`src/rtl/if_fetch_stage.sv`:
```
// Instruction-fetch stage: owns the PC, drives the instruction-memory address,
// and captures the returned word with its PC into the IF/ID register.
//
// state | meaning
// IDLE  | waiting for start; PC parked at RESET_PC, IF/ID holds a bubble
// RUN   | fetching; handles redirect, stall and out-of-range drain
// HALT  | fetch permanently stopped until reset
module if_fetch_stage #(
  parameter int                    PC_WIDTH     = 64,
  parameter logic [PC_WIDTH-1:0]   RESET_PC     = '0,
  parameter logic [PC_WIDTH-1:0]   PROG_END     = PC_WIDTH'(148),
  parameter int                    DRAIN_CYCLES = 3,
  parameter logic [31:0]           NOP_INST     = 32'h0000_0013
) (
  input  logic                clk,
  input  logic                reset,
  input  logic                start,
  input  logic                stall,
  input  logic                pc_src,
  input  logic [PC_WIDTH-1:0] branch_target,
  output logic [PC_WIDTH-1:0] Inst_Address,
  input  logic [31:0]         Instruction,
  output logic [PC_WIDTH-1:0] IF_ID_PC,
  output logic [31:0]         IF_ID_Instruction,
  output logic                IF_ID_Valid,
  output logic                halted
);

  localparam int CNT_W = $clog2(DRAIN_CYCLES + 1);

  typedef enum logic [1:0] {
    IDLE = 2'd0,
    RUN  = 2'd1,
    HALT = 2'd2
  } state_t;

  state_t              state_q, state_d;
  logic [PC_WIDTH-1:0] pc_q, pc_d;
  logic [CNT_W-1:0]    drain_cnt_q, drain_cnt_d;
  logic [PC_WIDTH-1:0] if_id_pc_q, if_id_pc_d;
  logic [31:0]         if_id_inst_q, if_id_inst_d;
  logic                if_id_valid_q, if_id_valid_d;

  // State, PC, drain counter and IF/ID register
  always_ff @(posedge clk or negedge reset) begin
    if (!reset) begin
      state_q       <= IDLE;
      pc_q          <= RESET_PC;
      drain_cnt_q   <= '0;
      if_id_pc_q    <= '0;
      if_id_inst_q  <= NOP_INST;
      if_id_valid_q <= 1'b0;
    end else begin
      state_q       <= state_d;
      pc_q          <= pc_d;
      drain_cnt_q   <= drain_cnt_d;
      if_id_pc_q    <= if_id_pc_d;
      if_id_inst_q  <= if_id_inst_d;
      if_id_valid_q <= if_id_valid_d;
    end
  end

  // Next-state: redirect beats stall beats drain beats normal fetch
  always_comb begin
    state_d       = state_q;
    pc_d          = pc_q;
    drain_cnt_d   = drain_cnt_q;
    if_id_pc_d    = if_id_pc_q;
    if_id_inst_d  = if_id_inst_q;
    if_id_valid_d = if_id_valid_q;

    case (state_q)
      IDLE: begin
        if (start) state_d = RUN;
      end
      RUN: begin
        if (pc_src) begin
          // misaligned targets are silently word-aligned
          pc_d          = {branch_target[PC_WIDTH-1:2], 2'b00};
          if_id_pc_d    = '0;
          if_id_inst_d  = NOP_INST;
          if_id_valid_d = 1'b0;
          drain_cnt_d   = '0;
        end else if (stall) begin
          // hold everything
        end else if (pc_q >= PROG_END) begin
          // keep draining so a late branch can still pull us back
          if_id_pc_d    = '0;
          if_id_inst_d  = NOP_INST;
          if_id_valid_d = 1'b0;
          drain_cnt_d   = drain_cnt_q + CNT_W'(1);
          if (drain_cnt_q == CNT_W'(DRAIN_CYCLES - 1)) state_d = HALT;
        end else begin
          if_id_pc_d    = pc_q;
          if_id_inst_d  = Instruction;
          if_id_valid_d = 1'b1;
          pc_d          = pc_q + PC_WIDTH'(4);
          drain_cnt_d   = '0;
        end
      end
      HALT: begin
        // sticky; IF/ID already holds the bubble from the last drain cycle
      end
      default: state_d = IDLE;
    endcase
  end

  assign Inst_Address      = pc_q;
  assign IF_ID_PC          = if_id_pc_q;
  assign IF_ID_Instruction = if_id_inst_q;
  assign IF_ID_Valid       = if_id_valid_q;
  assign halted            = (state_q == HALT);

endmodule

```
`config.mk`:
```
export PLATFORM = sky130hd
export DESIGN_NAME = if_fetch_stage
export DESIGN_NICKNAME = d
export VERILOG_FILES = /design/src/rtl/if_fetch_stage.sv
export SDC_FILE = /design/constraint.sdc
export NUM_CORES = 1
export LEC_CHECK = 0
export CORE_MARGIN = 2
export CORE_UTILIZATION = 35
export CTS_BUF_LIST = sky130_fd_sc_hd__clkbuf_2
export DETAILED_ROUTE_END_ITERATION = 10
export GPL_TIMING_DRIVEN = 0
export PLACE_DENSITY = 0.67
export SYNTH_ARGS = -nofsm -noshare
export SYNTH_HDL_FRONTEND = slang
export SYNTH_SLANG_ARGS = --single-unit
```
`constraint.sdc`:
```
create_clock -name clk -period 2.6 [get_ports clk]
set_input_delay 0.65 -clock clk [delete_from_list [all_inputs] [get_ports clk]]
set_output_delay 0.65 -clock clk [all_outputs]
set_load 0.02 [all_outputs]
```
==> results, run 1 <==
- The total core area is 18,500 µm².
- The longest clock path from root to sink contains 2 buffers.
- The effective utilization at floorplan is 35.4%.
- The final number of hold-violating endpoints is 0.
- In this run the vertical extent of the chip is 141 µm.
- The worst-case setup margin in the final layout is 0.0915 ns.
- Clock tree synthesis inserted a total of 17 buffers.
- The share of power burned in the clock network is 19.0%.
- The post-synthesis average cell area is 11.1 µm².
- The cell with the most instances after synthesis is dfrtp_1.
- Among all stages on the critical path, the largest delay is contributed by nor4_1.
- The summed instance area of the synthesized netlist is 6560 µm².
- Sequential cells burn 45.5% of the power.
- The worst setup path is captured at a flop.
- The total routed wirelength is 20.2 mm.
- The number of rows in the core area is 50.
- The hold slack is 0.417 ns.
- The sum of buffers and inverters on the critical path is 1.
- The clock latency reported for the late side of the worst-skew pair is 0.72 ns.
- The fraction of the cycle the final worst path needs is 96.5%.
- The fraction of power consumed by combinational cells is 35.5%.
- In this run the tool buffered the top-level ports with 258 buffer cells.
- The critical path goes through nor4_1 -> nand4_1 -> nor2_1 -> nand3_4 -> nor2_8 -> buf_8 -> a22o_1.
- The via count normalized by instance count is 4.97.
- Yosys printed 0 warnings.
- For the pin with the worst max-slew slack, the measured transition is 0.673 ns.
- The number of design-rule violations left by the first detailed-router iteration is 329.
- The initial antenna violation count was 1.
- The root buffer cell is clkbuf_2.
- The via count is 5,634.
- The sink count of the clock tree is 162.
- The wire length of the first global-routing pass is 31.4 mm.
- The global routing usage summed across all routing layers is 20.4%.
- The switching share of total power is 39.5%.
- The run finished with clean final reports.
- The boundary pin count is 263.
- The internal power component is 0.00455 W.
- The critical path crosses 7 cells after its start point.
- Subtracting the final worst setup slack from the clock period gives 2.51 ns.
- In this run the number of H-tree levels came out at 4.
- On the worst path, the slowest cell contributes a delay of 0.54 ns.
- At the worst endpoint, the arrival time is 3.19 ns.
- Detailed placement finished with a half-perimeter wire length of 14.7 mm.
- Ranked by instance count, the synthesized netlist is headed by dfrtp_1 (159), nand2_1 (125), and2_1 (57).
- The worst register-to-register path has a depth of 7.
- The via count of the first global-routing pass is 5,628.
- The critical path class is reg2reg.
- The net switching power figure is 0.00297 W.
- The residual DRC count is 0.
- The reported leakage power is 4.41 nW.
- By area the synthesized netlist is led by dfrtp_1 (61%), nand2_1 (7.2%), and2_1 (5.4%).
- The largest net degree at the start of global routing is 94.
- For the worst setup path, the data required time is 3.28 ns.
- The summed negative setup slack over all endpoints is 0 ns.
- The number of search-and-repair iterations in the first detailed-routing pass is 4.
- The share of cells above drive strength 1 is 11.0%.
- IR analysis of the VDD net gives a maximum drop of 0.546 mV.
- The routability congestion estimate from global placement is 0.858.
- For this run, the post-layout net count is 992.
- The detail-routed net length per standard cell is 17.8 µm.
- The share of the core filled with cells in the final layout is 53.5%.
- Timing would allow up to 399 MHz.
- The register area share after synthesis is 61.9%.
- The share of synthesized flip-flops with an asynchronous set or reset is 100%.
- The cell type with the highest aggregate area in the netlist is dfrtp_1.
- The worst slack at placement is -0.598 ns.
- The peak fanout along the critical path is 10.
- Max-cap violations in this run came to 0.
- Headroom to the max-slew limit came out at 55.1%.
- The clock-pin slew of the registers on the worst-case setup and hold paths is 0.25 ns.
- Across the routed clock network, the largest skew measured is 0.0299 ns.
- The post-route antenna net violation count is 0.
- The dominant register cell in the synthesized netlist is dfrtp_1.
- TritonCTS built the clock tree.
- Counting flops with a built-in enable in the synthesized netlist gives 0.
- Power spread over the standard cell area amounts to 760 nW/µm².
- Synthesis handed over a netlist of 593 instances.
- STA classifies the critical path startpoint as a flop.
- The floorplan step set the die width to 141 µm.
- Setup violations remaining at the end of the flow were counted as 0.
- The area growth from synthesis to layout is 51.0%.
- The class of the worst hold path is in2async.
- The final number of max-transition violations is 0.
- Among cell families on the critical path, the largest total delay comes from simple AND/OR/NAND/NOR gates.
- The number of unique standard cell types used by synthesis is 55.
- The die covers 19,800 µm².
- The total grt overflow is 0.
- The share of the synthesized area in the top cell type is 60.7%.
- Synthesis inferred 162 register bits.
[kinds of logic after synthesis]
| group | synth area share (%) |
|---|---|
| AO/OA/AOI/OAI | 11.4 |
| adder cells (fa/ha/maj) | 0.764 |
| buffers and inverters | 3.21 |
| flip-flops | 61.9 |
| multiplexers | 0.305 |
| other | 0.0572 |
| AND/OR/NAND/NOR | 22.4 |
[final timing paths]
| path | slack (ns) | to | from |
|---|---|---|---|
| worst max-delay path | 0.09 | IF_ID_Instruction[16] | Inst_Address[22] |
| worst min-delay path | 0.42 | Inst_Address[36] | reset |
| worst max register to register | 0.09 | IF_ID_Instruction[16] | Inst_Address[22] |
| worst min register to register | 0.48 | state_q[0] | state_q[1] |
| max in group asynchronous | 1.30 | IF_ID_Instruction[1] | reset |
| min in group clk | 0.42 | Inst_Address[45] | branch_target[45] |
[per-stage QoR]
stage,total power [W],area [µm²],cells
detailed placement,0.00598,9470,1087
floorplan,0.00459,6560,594
global route,0.00797,9900,1134
CTS,0.00744,9730,1119
global placement,0.00594,9430,1086
finish,0.00753,9900,1134
[registers in the layout, summed over array words and instances (netlist names)]
signal	flops
IF_ID_PC	63
IF_ID_Instruction	32
IF_ID_Valid	1
state_q	2
Inst_Address	62
drain_cnt_q	2
[layer usage]
metal	vias to the layer above	track usage (%)	routed length, µm
met5	-	0	0
met4	0	9.37	690
met3	47	4.48	1160
met2	207	31.1	9270
met1	2718	27.9	9050
li1	2662	-	-
[area by class of cell]
type,count,area (µm²)
Clock buffer,18,90.1
Inverter,9,33.8
Multi-Input combinational cell,391,2310
Buffer,32,176
Fill cell,1678,8620
Tap cell,234,293
Clock inverter,13,151
Sequential cell,162,4090
Timing Repair Buffer,274,2750
Antenna cell,1,2.50
[power by group through the flow]
stage / Sequential [W] / Combinational (W) / Clock [W]
final: 0.00343 / 0.00267 / 0.00143
after global routing: 0.00349 / 0.00289 / 0.00160
after CTS: 0.00345 / 0.00252 / 0.00147
after detailed placement: 0.00347 / 0.00251 / 0
after global placement: 0.00346 / 0.00248 / 0
after floorplan: 0.00374 / 0.000855 / 0
[timing repair]
item	CTS	global route
pin swaps	0	1
setup endpoints to repair	22	58
hold endpoints to repair	69	0
setup buffers	0	14
gates cloned	0	0
resized for setup	22	23
hold buffers	1	0
[cell usage in the layout, fill, tap and decap left out, types with 5 or more instances in the layout]
| master | n |
|---|---|
| clkdlybuf4s50_1 | 240 |
| dfrtp_1 | 134 |
| nand2_1 | 125 |
| and2_1 | 57 |
| a22o_1 | 36 |
| dfrtp_2 | 25 |
| nor2_1 | 24 |
| clkbuf_1 | 21 |
| buf_4 | 18 |
| nand4_1 | 18 |
| clkbuf_2 | 18 |
| nand3_1 | 16 |
| a21oi_1 | 16 |
| o21ai_0 | 15 |
| nor4_1 | 12 |
| dlymetal6s2s_1 | 12 |
| inv_1 | 9 |
| nor4_2 | 7 |
| o22ai_1 | 6 |
| dlygate4sd2_1 | 5 |
(Power assumes the default switching activity.)
==> run 2: changes to the inputs <==
Settings changed: CORE_UTILIZATION 35 to 45, PLACE_DENSITY 0.67 to 0.83.
Clock period 2.6 ns to 2.47 ns, I/O delays scaled along.
==> results, run 2 (synthesized netlist as in run 1, its figures left out) <==
- The number of rows in the core area is 44.
- Fill cells in the final layout number 1,053.
- After clock tree synthesis, the clock-pin slew on the worst setup and hold paths is 0.28 ns.
- Setup repair after global routing left no endpoint under its margin.
- The total routed wirelength is 19.8 mm.
- The peak supply drop is 0.595 mV.
- The first global-routing pass estimated 31.3 mm of wire.
- The via count of the first global-routing pass is 5,747.
- The buffer depth of the longest clock path is 2.
- The cell family contributing the most delay on the critical path is simple AND/OR/NAND/NOR gates.
- The via count is 5,795.
- The endpoint arrival time on the critical path is 3.10 ns.
- The most frequent cell on the critical path is buf_4.
- The max-capacitance violation count is 0.
- Across the whole layout, storage elements account for 4080 µm².
- Global routing used 25.5% of the available tracks across all layers.
- The maximum level of the CTS H-tree is 4.
- The total grt overflow is 0.
- The placed wire-length estimate after detailed placement is 13.9 mm.
- The peak fanout along the critical path is 4.
- The flip-flop count of the largest register, all copies and words added is 63.
- Entering global routing, the biggest net connects 120 pins.
- The post-place instance area is 9400 µm².
- The final number of max-transition violations is 0.
- The core region is 14,400 µm².
- The run finished with clean final reports.
- The die height is 125 µm.
- Setup slack on the worst reg-to-reg path comes out at 0.07 ns.
- The detail-routed net length per standard cell is 18.1 µm.
- The share of cells above drive strength 1 is 11.5%.
- Counting cells, the worst reg-to-reg path comes to 8.
- In this run, the number of DRC markers left after iteration 0 of detailed routing was 471.
- For this design the top-level I/O count stands at 263.
- The number of search-and-repair iterations in the first detailed-routing pass is 5.
- Leaving out fill and tap cells, the most frequent cells in the layout are dfrtp_1 (144), nand2_1 (125), clkdlybuf4s50_1 (99).
- The standard cell with the maximum stage delay on the critical path is dfrtp_1.
- Based on the critical path, the design can be clocked at up to 417 MHz.
- The count of cells in the finished layout, fillers not included, comes to 1,092.
- The initial antenna violation count was 1.
- Leaving out fill and tap cells, the most frequent cell in the layout is dfrtp_1.
- Setup slack on the critical path of the routed design comes to 0.0714 ns.
- The signal on the critical path passes through buf_4 -> nor4_4 -> nand4_1 -> a211oi_4 -> buf_4 -> nand3_2 -> buf_4 -> o32a_1.
- The final count of negative-setup-slack endpoints is 0.
- Adding up every negative setup slack in the final design gives 0 ns.
- The setup path with the least slack is of type reg2reg.
- The clock latency reported for the late side of the worst-skew pair is 0.76 ns.
- The number of buffers and inverters on the critical path is 3.
- The design draws 0.00768 W.
- Before CTS, the worst setup slack after placement is -0.538 ns.
- The fraction of the cycle the final worst path needs is 97.1%.
- In the final layout, the multi-input gates occupy 2360 µm².
- Including well taps, the total number of placed cells is 1,037.
- The reported leakage power is 5.78 nW.
- The final number of hold-violating endpoints is 0.
- The worst setup path is launched from a flop.
- The worst-case headroom to the max-slew limit is 58.4%.
- The root buffer cell is clkbuf_2.
- The class of the worst hold path is in2async.
- The width of the chip is 125 µm.
- Routability-driven placement finished with a final weighted congestion of 0.889.
- Counting the buffers created by CTS gives 17.
- The effective utilization at floorplan is 45.6%.
- The via count normalized by instance count is 5.31.
- The clock period could shrink to 2.40 ns.
- The die outline area is 15,500 µm².
- The CTS tree is built.
- STA puts the critical path data required time at 3.17 ns.
- The cell area after layout is 9970 µm².
- The worst register-to-register path begins at Inst_Address[30].
- The timing startpoint of the critical path is Inst_Address[30].
- Relative to the synthesized area, the layout overhead comes to 52.1%.
- The critical path depth is 8.
- For the final database, setup skew stands at 0.0413 ns.
- The critical path endpoint category is a flop.
- Power spread over the standard cell area amounts to 770 nW/µm².
- In this run the worst setup path terminates at IF_ID_Instruction[4].
- In the routed design, unresolved DRC markers number 0.
- The sink count of the clock tree is 162.
- The final layout contains 999 nets.
- The capture point of the worst reg-to-reg path is IF_ID_Instruction[4].
- For the pin with the worst max-slew slack, the measured transition is 0.624 ns.
- In this run the remaining antenna-violating nets after routing total 0.
- On the worst path, the slowest cell contributes a delay of 0.45 ns.
- The count of port buffers added during placement is 258.
-- run 2: report_power, final --
part	switching [W]	internal (W)	total, W
logic	0.00162	0.00102	0.00264
clock network	0.00107	0.000417	0.00149
registers	0.000498	0.00305	0.00355
total	0.00319	0.00449	0.00768
-- run 2: how the worst min path moves through the flow --
stage	start	to	depth (start not counted)
final	reset	Inst_Address[7]	2
after CTS	reset	IF_ID_PC[42]	2
after global routing	reset	Inst_Address[7]	2
after global placement	state_q[1]	state_q[0]	1
after floorplan	reset	IF_ID_Instruction[10]	0
after detailed placement	state_q[1]	state_q[0]	1
-- run 2: area by class of cell --
cell class,count,area share (%)
Clock buffer,17,0.853
Buffer,32,1.77
Antenna cell,1,0.0251
Multi-Input combinational cell,392,23.7
Timing Repair Buffer,280,28.5
Inverter,9,0.339
Tap cell,184,2.31
Clock inverter,15,1.62
Sequential cell,162,40.9
-- run 2: routing by layer --
layer	up-vias	wire [µm]	GRT usage, %
li1	2680	-	-
met1	2804	8550	35.3
met2	262	9260	39.5
met3	49	1420	5.93
met4	0	585	9.52
met5	-	0	0
-- run 2: through the flow --
step	hold slack (ns)	utilization (%)
2_1_floorplan	0.322	-
3_3_place_gp	0.414	65.2
3_5_place_dp	0.426	65.4
4_1_cts	0.238	67.3
5_1_grt	0.217	69.4
6_report	0.281	69.4
-- run 2: what timing repair did --
action | in CTS | in global routing
hold endpoints to repair | 43 | 0
setup endpoints to repair | 99 | 109
gates resized for setup | 105 | 80
cloned | 0 | 1
pin swaps | 1 | 4
buffers inserted | 12 | 8
hold buffers | 1 | 0
